==> src/rtl/ahbl_stream_loader_pkg.sv <==
// rtl/ahbl_stream_loader_pkg.sv - shared AHB-Lite constants and loader state type
// Purpose: bus encodings and the FSM state enum shared by the loader and its packer.
package ahbl_stream_loader_pkg;

    localparam logic [1:0] HTRANS_IDLE   = 2'b00;
    localparam logic [1:0] HTRANS_NONSEQ = 2'b10;
    localparam logic [2:0] HSIZE_WORD    = 3'b010;
    localparam logic       HRESP_OKAY    = 1'b0;
    localparam logic       HRESP_ERROR   = 1'b1;

    typedef enum logic [1:0] {
        ST_IDLE = 2'd0,
        ST_FILL = 2'd1,
        ST_ADDR = 2'd2,
        ST_DATA = 2'd3
    } loader_state_t;

endpackage

==> src/rtl/ahbl_stream_loader_packer.sv <==
// rtl/ahbl_stream_loader_packer.sv - byte-to-word packer for the stream loader
// Purpose: collects four accepted bytes into one 32-bit word and flags completion.
// Ports:
//   clk_i, rst_ni    clock, asynchronous active-low reset
//   clear_i          returns the byte index to lane 0 (held while the loader is idle)
//   byte_valid_i     a byte is accepted this cycle
//   byte_i           accepted byte
//   word_o           word including the byte accepted this cycle
//   word_done_o      this cycle's byte completes the word
// Macro STREAM_LOADER_BSWAP_EN: first byte lands in [31:24] instead of [7:0].
module stream_word_packer
    import ahbl_stream_loader_pkg::*;
(
    input  logic        clk_i,
    input  logic        rst_ni,
    input  logic        clear_i,
    input  logic        byte_valid_i,
    input  logic [7:0]  byte_i,
    output logic [31:0] word_o,
    output logic        word_done_o
);

    logic [1:0]  idx_q;
    logic [1:0]  lane;
    logic [31:0] word_q;

`ifdef STREAM_LOADER_BSWAP_EN
    assign lane = 2'd3 - idx_q;
`else
    assign lane = idx_q;
`endif

    // word_o already contains the current byte so the loader can capture
    // the finished word in the same cycle the fourth byte arrives.
    always_comb begin
        word_o = word_q;
        if (byte_valid_i) begin
            word_o[{lane, 3'b000} +: 8] = byte_i;
        end
    end

    assign word_done_o = byte_valid_i && (idx_q == 2'd3);

    always_ff @(posedge clk_i or negedge rst_ni) begin
        if (!rst_ni) begin
            idx_q  <= 2'd0;
            word_q <= 32'd0;
        end else if (clear_i) begin
            idx_q  <= 2'd0;
            word_q <= 32'd0;
        end else if (byte_valid_i) begin
            idx_q  <= idx_q + 2'd1;
            word_q <= word_o;
        end
    end

endmodule

==> src/rtl/ahbl_stream_loader.sv <==
// rtl/ahbl_stream_loader.sv - AHB-Lite master writing a packed byte stream into SRAM
// Purpose: packs stream bytes into words and writes each one as a single
// NONSEQ word transfer at an incrementing address; reports done or err.
// Ports:
//   HCLK, HRESETn                      clock, asynchronous active-low reset
//   start, base_addr, word_count       job request (sampled only when idle)
//   s_tdata, s_tvalid, s_tready        byte stream sink
//   busy, done, err, words_written     job status
//   HADDR, HTRANS, HSIZE, HWRITE,
//   HWDATA, HREADY, HRESP              AHB-Lite master interface
// Macro STREAM_LOADER_BSWAP_EN: big-endian byte packing (see stream_word_packer).
module ahbl_stream_loader
    import ahbl_stream_loader_pkg::*;
#(
    parameter int CNT_W          = 16,
    parameter int ADDR_ALIGN_CHK = 1
) (
    input  logic             HCLK,
    input  logic             HRESETn,
    input  logic             start,
    input  logic [31:0]      base_addr,
    input  logic [CNT_W-1:0] word_count,
    input  logic [7:0]       s_tdata,
    input  logic             s_tvalid,
    output logic             s_tready,
    output logic             busy,
    output logic             done,
    output logic             err,
    output logic [CNT_W-1:0] words_written,
    output logic [31:0]      HADDR,
    output logic [1:0]       HTRANS,
    output logic [2:0]       HSIZE,
    output logic             HWRITE,
    output logic [31:0]      HWDATA,
    input  logic             HREADY,
    input  logic             HRESP
);

    loader_state_t    state_q;
    logic [31:0]      addr_q;
    logic [31:0]      hwdata_q;
    logic [CNT_W-1:0] count_q;
    logic [CNT_W-1:0] ww_q;
    logic [CNT_W-1:0] ww_inc;
    logic [1:0]       htrans_q;
    logic             hwrite_q;
    logic             tready_q;
    logic             busy_q;
    logic             done_q;
    logic             err_q;

    logic             byte_fire;
    logic             pack_clear;
    logic             word_done;
    logic [31:0]      word_next;
    logic             misaligned;

    assign byte_fire  = s_tvalid & tready_q;
    assign pack_clear = (state_q == ST_IDLE);
    assign misaligned = (ADDR_ALIGN_CHK != 0) && (base_addr[1:0] != 2'b00);
    assign ww_inc     = ww_q + CNT_W'(1);

    stream_word_packer u_packer (
        .clk_i        (HCLK),
        .rst_ni       (HRESETn),
        .clear_i      (pack_clear),
        .byte_valid_i (byte_fire),
        .byte_i       (s_tdata),
        .word_o       (word_next),
        .word_done_o  (word_done)
    );

    always_ff @(posedge HCLK or negedge HRESETn) begin
        if (!HRESETn) begin
            state_q  <= ST_IDLE;
            addr_q   <= 32'd0;
            hwdata_q <= 32'd0;
            count_q  <= '0;
            ww_q     <= '0;
            htrans_q <= HTRANS_IDLE;
            hwrite_q <= 1'b0;
            tready_q <= 1'b0;
            busy_q   <= 1'b0;
            done_q   <= 1'b0;
            err_q    <= 1'b0;
        end else begin
            done_q <= 1'b0;
            case (state_q)
                ST_IDLE: begin
                    if (start) begin
                        if (word_count == '0) begin
                            done_q <= 1'b1;
                        end else if (misaligned) begin
                            err_q <= 1'b1;
                        end else begin
                            addr_q   <= base_addr;
                            count_q  <= word_count;
                            ww_q     <= '0;
                            err_q    <= 1'b0;
                            busy_q   <= 1'b1;
                            tready_q <= 1'b1;
                            state_q  <= ST_FILL;
                        end
                    end
                end
                ST_FILL: begin
                    if (word_done) begin
                        hwdata_q <= word_next;
                        tready_q <= 1'b0;
                        htrans_q <= HTRANS_NONSEQ;
                        hwrite_q <= 1'b1;
                        state_q  <= ST_ADDR;
                    end
                end
                ST_ADDR: begin
                    if (HREADY) begin
                        htrans_q <= HTRANS_IDLE;
                        hwrite_q <= 1'b0;
                        state_q  <= ST_DATA;
                    end
                end
                ST_DATA: begin
                    // ERROR is acted on in its first (HREADY low) cycle; the
                    // slave's second response cycle then finds the bus idle.
                    if (HRESP == HRESP_ERROR) begin
                        err_q   <= 1'b1;
                        busy_q  <= 1'b0;
                        state_q <= ST_IDLE;
                    end else if (HREADY) begin
                        ww_q   <= ww_inc;
                        addr_q <= addr_q + 32'd4;
                        if (ww_inc == count_q) begin
                            done_q  <= 1'b1;
                            busy_q  <= 1'b0;
                            state_q <= ST_IDLE;
                        end else begin
                            tready_q <= 1'b1;
                            state_q  <= ST_FILL;
                        end
                    end
                end
                default: state_q <= ST_IDLE;
            endcase
        end
    end

    assign s_tready      = tready_q;
    assign busy          = busy_q;
    assign done          = done_q;
    assign err           = err_q;
    assign words_written = ww_q;
    assign HADDR         = addr_q;
    assign HTRANS        = htrans_q;
    assign HSIZE         = HSIZE_WORD;
    assign HWRITE        = hwrite_q;
    assign HWDATA        = hwdata_q;

endmodule

==> config.mk <==
export PLATFORM = sky130hd
export DESIGN_NAME = ahbl_stream_loader
export DESIGN_NICKNAME = d
export VERILOG_FILES = /design/src/rtl/ahbl_stream_loader_pkg.sv /design/src/rtl/ahbl_stream_loader_packer.sv /design/src/rtl/ahbl_stream_loader.sv
export SDC_FILE = /design/constraint.sdc
export NUM_CORES = 1
export LEC_CHECK = 0
export ABC_AREA = 1
export BUFFER_PORTS_ARGS = -buffer_cell sky130_fd_sc_hd__buf_2
export CORE_ASPECT_RATIO = 1.1
export CORE_MARGIN = 10
export CORE_UTILIZATION = 55
export DETAILED_ROUTE_END_ITERATION = 7
export PLACE_DENSITY = 0.8
export SYNTH_ARGS = -nofsm -noshare
export SYNTH_HDL_FRONTEND = slang
export SYNTH_SLANG_ARGS = --single-unit
==> constraint.sdc <==
create_clock -name HCLK -period 2.7 [get_ports HCLK]
set_input_delay 0.27 -clock HCLK [delete_from_list [all_inputs] [get_ports HCLK]]
set_output_delay 0.27 -clock HCLK [all_outputs]
set_load 0.01 [all_outputs]
==> impl_metrics.json, run 1 <==
{
  "status": "completed",
  "fill_cells": 1156,
  "synth_top_area_share_pct": 44.4,
  "cts_root_buf": "clkbuf_16",
  "final_cell_mix": "nand2_1 (286), buf_2 (146), dfrtp_1 (129)",
  "setup_slack_ns": 0.324,
  "cap_viol_max_count": 0,
  "cts_hold_buf": 1,
  "dr.pass1.iters": 5,
  "max_freq_mhz": 421,
  "gp_congestion": 0.927,
  "fin_crit_sh_pct": 88.0,
  "synth_warnings": 0,
  "die_y_um": 141,
  "p_per_area_mw_per_mm2": 1010,
  "multi_input_area_mm2": 0.00342,
  "slew_viol_final": 0,
  "syn_to_final_growth_pct": 20.1,
  "dp_slack_ns": 0.428,
  "critPathKind": "register to register",
  "synth_ff_type": "dfrtp_1",
  "start_util_pct": 55.5,
  "worstPathRequired_ns": 3.03,
  "synth_edf_count": 0,
  "grt_pass1_vias": 6778,
  "cp_max_fo": 13,
  "power_leakage_nw": 4.41,
  "cts_tree": "built",
  "die_area_mm2": 0.0182,
  "async_reset_ff_share_pct": 100,
  "final_common_cell": "nand2_1",
  "cts_buffer_depth": 2,
  "finalWirelength_um": 20800,
  "cp_data_arrival_time_ns": 2.71,
  "cp-start-kind": "register",
  "finalSetupViolations": 0,
  "drc": 0,
  "drt_iter0_drc": 650,
  "nNetsFinal": 1215,
  "via_per_inst": 5.53,
  "grt_overflow": 0,
  "rsz0062_at_grt": "no",
  "cts.reportedPaths.clkPinSlew_ns": 0.06,
  "io_pins": 152,
  "seqCellArea_mm2": 0.00323,
  "post_cts_resized": 0,
  "tightest_slew_ns": 0.750,
  "clock_skew_ns": 0.00614,
  "drive_above_1_share_pct": 18.3,
  "synth_cell_type_count": 41,
  "syn_area_mm2": 0.00728,
  "holdCritPathClass": "input pin to register",
  "hpwl_um": 15300,
  "final-hold-violation-count": 0,
  "clock-sinks": 129,
  "netlist_instances": 1003,
  "cts_buffers": 17,
  "cp-end-kind": "register",
  "antenna_found_initial": 2,
  "avgSynthCellArea_um2": 7.26,
  "grt_pass1_wl_um": 33700,
  "ys_seq_area_share_pct": 44.4,
  "core-area_mm2": 0.0131,
  "htree_levels": 4,
  "wl_per_cell_um": 15.8,
  "post-route-min-period_ns": 2.38,
  "portBuffers": 147,
  "yosysTopAreaCell": "dfrtp_1",
  "grt_max_degree": 69,
  "yosys_register_bits": 129,
  "vias": 7273,
  "die_x_um": 130,
  "grt_usage_pct": 22.9,
  "irDropWorstVdd_mv": 0.676,
  "relSlewSlack_pct": 49.9,
  "clkLatencyLatePin_ns": 0.43,
  "cts_setup_buffers": 0,
  "fp-row-count": 44,
  "synthTopCellsByArea": "dfrtp_1 (44%), nand2_1 (15%), o21ai_0 (6.5%)",
  "final.setup.tns_ns": 0,
  "ant_nets": 0
}
## path summary, 6_finish.rpt
path / startpoint / end / slack, ns / cells past startpoint
max: u_packer.idx_q[0] / HWDATA[18] / 0.32 / 8
min: word_count[0] / count_q[0] / 0.06 / 3
max reg2reg: u_packer.idx_q[0] / HWDATA[18] / 0.32 / 8
min reg2reg: busy / busy / 0.47 / 2
max in group asynchronous: HRESETn / HWDATA[12] / 1.62 / 3
min in group asynchronous: HRESETn / HADDR[31] / 0.32 / 2
## worst max-delay path: stages (launching register included)
cell and delay (ns):
dfrtp_1 0.34, clkinv_1 0.22, ha_1 0.52, inv_1 0.08
nor2_1 0.23, inv_1 0.27, o31ai_1 0.33, inv_1 0.09
o21ai_0 0.19
## routing by layer
layer	GRT usage [%]	wire length (um)	vias up	part of all wire (%)
met3	6.53	1830	45	8.8
met2	35.7	9660	324	47
met4	9.60	624	2	3.0
met1	29.0	8630	3362	42
li1	-	-	3540	-
met5	0	13	-	0.063
## where the power goes
part           internal [mW]  leakage, nW  switching, mW
sequential              2.44         1.70          0.478
combinational           1.20         2.43           2.43
clock                   1.38        0.278          0.881
total                   5.02         4.41           3.79
## kinds of logic after synthesis
| kind of cell | after synthesis | synth area share (%) |
|---|---|---|
| and+or+nand+nor | 521 | 31.0 |
| AOI/OAI and AO/OA | 172 | 13.4 |
| buffers and inverters | 165 | 8.94 |
| DFF | 129 | 44.4 |
| adders and majority gates | 11 | 1.89 |
| xor gates and xnor gates | 3 | 0.361 |
| other | 2 | 0.103 |
## Yosys cell counts, drive strengths merged, types with 3 or more instances
| cell | n |
|---|---|
| nor4 | 7 |
| nor2 | 109 |
| inv | 123 |
| buf | 17 |
| o211ai | 9 |
| o22ai | 14 |
| clkbuf | 23 |
| ha | 11 |
| nand3b | 3 |
| nand3 | 74 |
| or2 | 6 |
| o31ai | 20 |
| a21oi | 24 |
| o21ai | 95 |
| nand4 | 16 |
| a31oi | 3 |
| nor3 | 16 |
| a22oi | 3 |
| dfrtp | 129 |
| nand2 | 286 |
## flip-flops by register name, indices dropped and copies added (netlist names)
name / cells
HADDR: 32
HWDATA: 32
u_packer.word_q: 24
count_q: 16
words_written: 16
state_q: 2
u_packer.idx_q: 2
HTRANS: 1
busy: 1
done: 1
err: 1
s_tready: 1
## stage by stage
stage | hold slack (ns) | instances | utilization, % | cell area (um^2) | total power, mW
2_1_floorplan | -0.0256 | 1005 | - | 7280 | 5.33
3_3_place_gp | 0.244 | 1283 | 62.2 | 8150 | 6.44
3_5_place_dp | 0.238 | 1283 | 62.2 | 8150 | 6.53
4_1_cts | 0.0608 | 1315 | 66.7 | 8740 | 8.81
5_1_grt | 0.0703 | 1315 | 66.7 | 8740 | 9.48
6_report | 0.0619 | 1316 | 66.7 | 8740 | 8.81
## final cells by class
type	count	area share [%]
diodes	1	0.0286
clock buffers	18	5.02
clock inverters	13	1.57
inverters	125	5.37
multi-input cells	711	39.1
flip-flops and latches	129	36.9
well taps	161	2.30
repair buffers	158	9.70
No activity file was read; power rests on OpenSTA's default activity.
==> run 2, diff against run 1 <==
- CORE_UTILIZATION: 55 -> 50
- PLACE_DENSITY: 0.8 -> 0.83
- clock period: 2.7 -> 2 ns (I/O delays scaled with it)
==> run 2 against run 1 <==
Clock power rose by 27%. Clock skew barely moved. Count of clock-buffer cells in the layout rose by 7. Utilization fell by 1.6 points. Hold slack got worse by 0.052 ns. Largest cell class unchanged. Setup slack got worse by 0.44 ns. Flip-flop and latch count did not move. Global-route usage fell by 1.3 points. The run now ends with negative setup slack left. Largest power group unchanged. Sequential share of layout area fell by 2.3 points.
==> impl_metrics.json, run 2 (same netlist as run 1, synthesis figures left out) <==
{
  "slew_viol_final": 0,
  "met2WireLength_um": 10600,
  "via_per_inst": 5.41,
  "portBuffers": 147,
  "setup_slack_ns": -0.114,
  "cpPeakStageDelay_ns": 0.40,
  "gp_congestion": 0.976,
  "grt_usage_pct": 21.6,
  "nNetsFinal": 1256,
  "cpMostUsedCell": "nand2_1",
  "tightest_slew_ns": 0.544,
  "clock_skew_ns": 0.00607,
  "switchingPower_mw": 5.36,
  "placed_area_mm2": 0.00847,
  "drc": 0,
  "die_area_mm2": 0.0198,
  "power_leakage_nw": 4.67,
  "p_comb_share_pct": 45.8,
  "wl_met1_um": 8840,
  "grt_overflow": 0,
  "final_cell_mix": "nand2_1 (273), buf_2 (146), dfrtp_1 (124)",
  "htree_levels": 4,
  "final_area_mm2": 0.00933,
  "grt_pass1_wl_um": 35000,
  "drive_above_1_share_pct": 24.8,
  "switching_share_pct": 43.0,
  "p_per_area_mw_per_mm2": 1340,
  "start_util_pct": 50.8,
  "cp-start-kind": "register",
  "relSlewSlack_pct": 63.7,
  "intPower_mw": 7.12,
  "finalWirelength_um": 21900,
  "status": "finished with violations",
  "final-hold-violation-count": 0,
  "final_common_cell": "nand2_1",
  "cp_data_arrival_time_ns": 2.42,
  "cp_max_fo": 7,
  "core-area_mm2": 0.0143,
  "die_y_um": 147,
  "vias": 7498,
  "antenna_found_initial": 0,
  "finalSetupViolations": 3,
  "cts_buffer_depth": 2,
  "holdCritPathClass": "input pin to register",
  "post-route-min-period_ns": 2.11,
  "cp-end-kind": "register",
  "max_freq_mhz": 473,
  "clockPowerShare_pct": 22.9,
  "clock-sinks": 129,
  "hpwl_um": 16000,
  "die_x_um": 135,
  "cts_buffers": 17,
  "antennaDiodeCount": 0,
  "grt_pass1_vias": 7273,
  "cts_root_buf": "clkbuf_16",
  "worstPathRequired_ns": 2.31,
  "wl_per_cell_um": 15.8,
  "clkLatencyLatePin_ns": 0.42,
  "rsz0062_at_grt": "yes",
  "ant_nets": 0,
  "critPathTopFamily": "simple AND/OR/NAND/NOR gates",
  "cts.reportedPaths.clkPinSlew_ns": 0.06,
  "cp_slowest_cell": "dfrtp_2",
  "violations": "negative setup slack",
  "dr.pass1.iters": 5,
  "p_seq_share_pct": 31.3,
  "io_pins": 152,
  "irDropWorstVdd_mv": 0.835,
  "fin_cells": 1387,
  "cp.buffers_inverters": 3,
  "top_layer_used": "met4",
  "crit_chain": "buf_6 -> nand2_4 -> nor2_4 -> buf_6 -> nand2_2 -> nand3_2 -> inv_2 -> nor2_2 -> nand2_1 -> nor2_1 -> nand4_1 -> nor2_2 -> nand2_1 -> nand3_1 -> nand2_1",
  "fin_crit_sh_pct": 106,
  "placed_cells": 1346,
  "wl_met3_um": 1880,
  "cap_viol_max_count": 0,
  "cts_tree": "built",
  "syn_to_final_growth_pct": 28.2,
  "critPathKind": "register to register",
  "whs_ns": 0.00986,
  "drt_iter0_drc": 786,
  "fp-row-count": 46,
  "grt_max_degree": 54
}
[run 2: tightest hold or removal path, cell delays in order]
cell and delay, ns:
buf_2 0.09, nand2_1 0.05, o21ai_0 0.06
[run 2: through the flow]
stage                     setup TNS, ns  worst slack (ns)  util, %  power [mW]
after floorplan                       0           0.00728        -        7.20
after global placement                0            0.0961     59.1        9.12
after detailed placement     -0.0000145        -0.0000145     59.1        9.27
after CTS                             0           0.00371     63.2        12.2
after global routing             -0.887            -0.250     65.1        13.4
final                            -0.232            -0.114     65.1        12.5
[run 2: path summary, 6_finish.rpt]
kind	from	end	slack, ns	cells past startpoint
setup / recovery	words_written[1]	s_tready	-0.11	15
hold / removal	word_count[2]	count_q[2]	0.01	3
setup reg to reg	words_written[1]	s_tready	-0.11	15
hold reg to reg	HWDATA[30]	HWDATA[30]	0.47	2
max in group asynchronous	HRESETn	HADDR[9]	1.04	3
min in group asynchronous	HRESETn	HWDATA[16]	0.26	2
[run 2: power by group through the flow]
stage / clock [mW] / sequential (mW) / combinational, mW
2_1_floorplan: 0 / 4.00 / 3.21
3_3_place_gp: 0 / 3.87 / 5.25
3_5_place_dp: 0 / 3.90 / 5.38
4_1_cts: 2.88 / 3.86 / 5.42
5_1_grt: 3.01 / 3.99 / 6.40
6_report: 2.86 / 3.91 / 5.72
[run 2: per-layer routing]
| metal | vias up | GRT usage, % |
|---|---|---|
| met5 | - | 0 |
| met4 | 0 | 9.38 |
| met3 | 51 | 5.83 |
| met2 | 361 | 35.2 |
| met1 | 3476 | 26.1 |
| li1 | 3610 | - |
[run 2: cell type report]
| class | instances | area, um^2 |
|---|---|---|
| clock buffer | 25 | 475 |
| clock inverter | 6 | 57.6 |
| multi-input combinational | 711 | 3640 |
| sequential | 129 | 3230 |
| timing repair buffer | 199 | 1210 |
| fill | 1191 | 5000 |
| inverter | 125 | 470 |
| tap | 192 | 240 |
[run 2: repair_timing]
action	CTS	global route
endpoints found under the setup margin	4	59
setup buffers	1	6
hold buffers	3	0
endpoints found under the hold margin	28	0
gates resized for setup	6	62
pin swaps	1	27
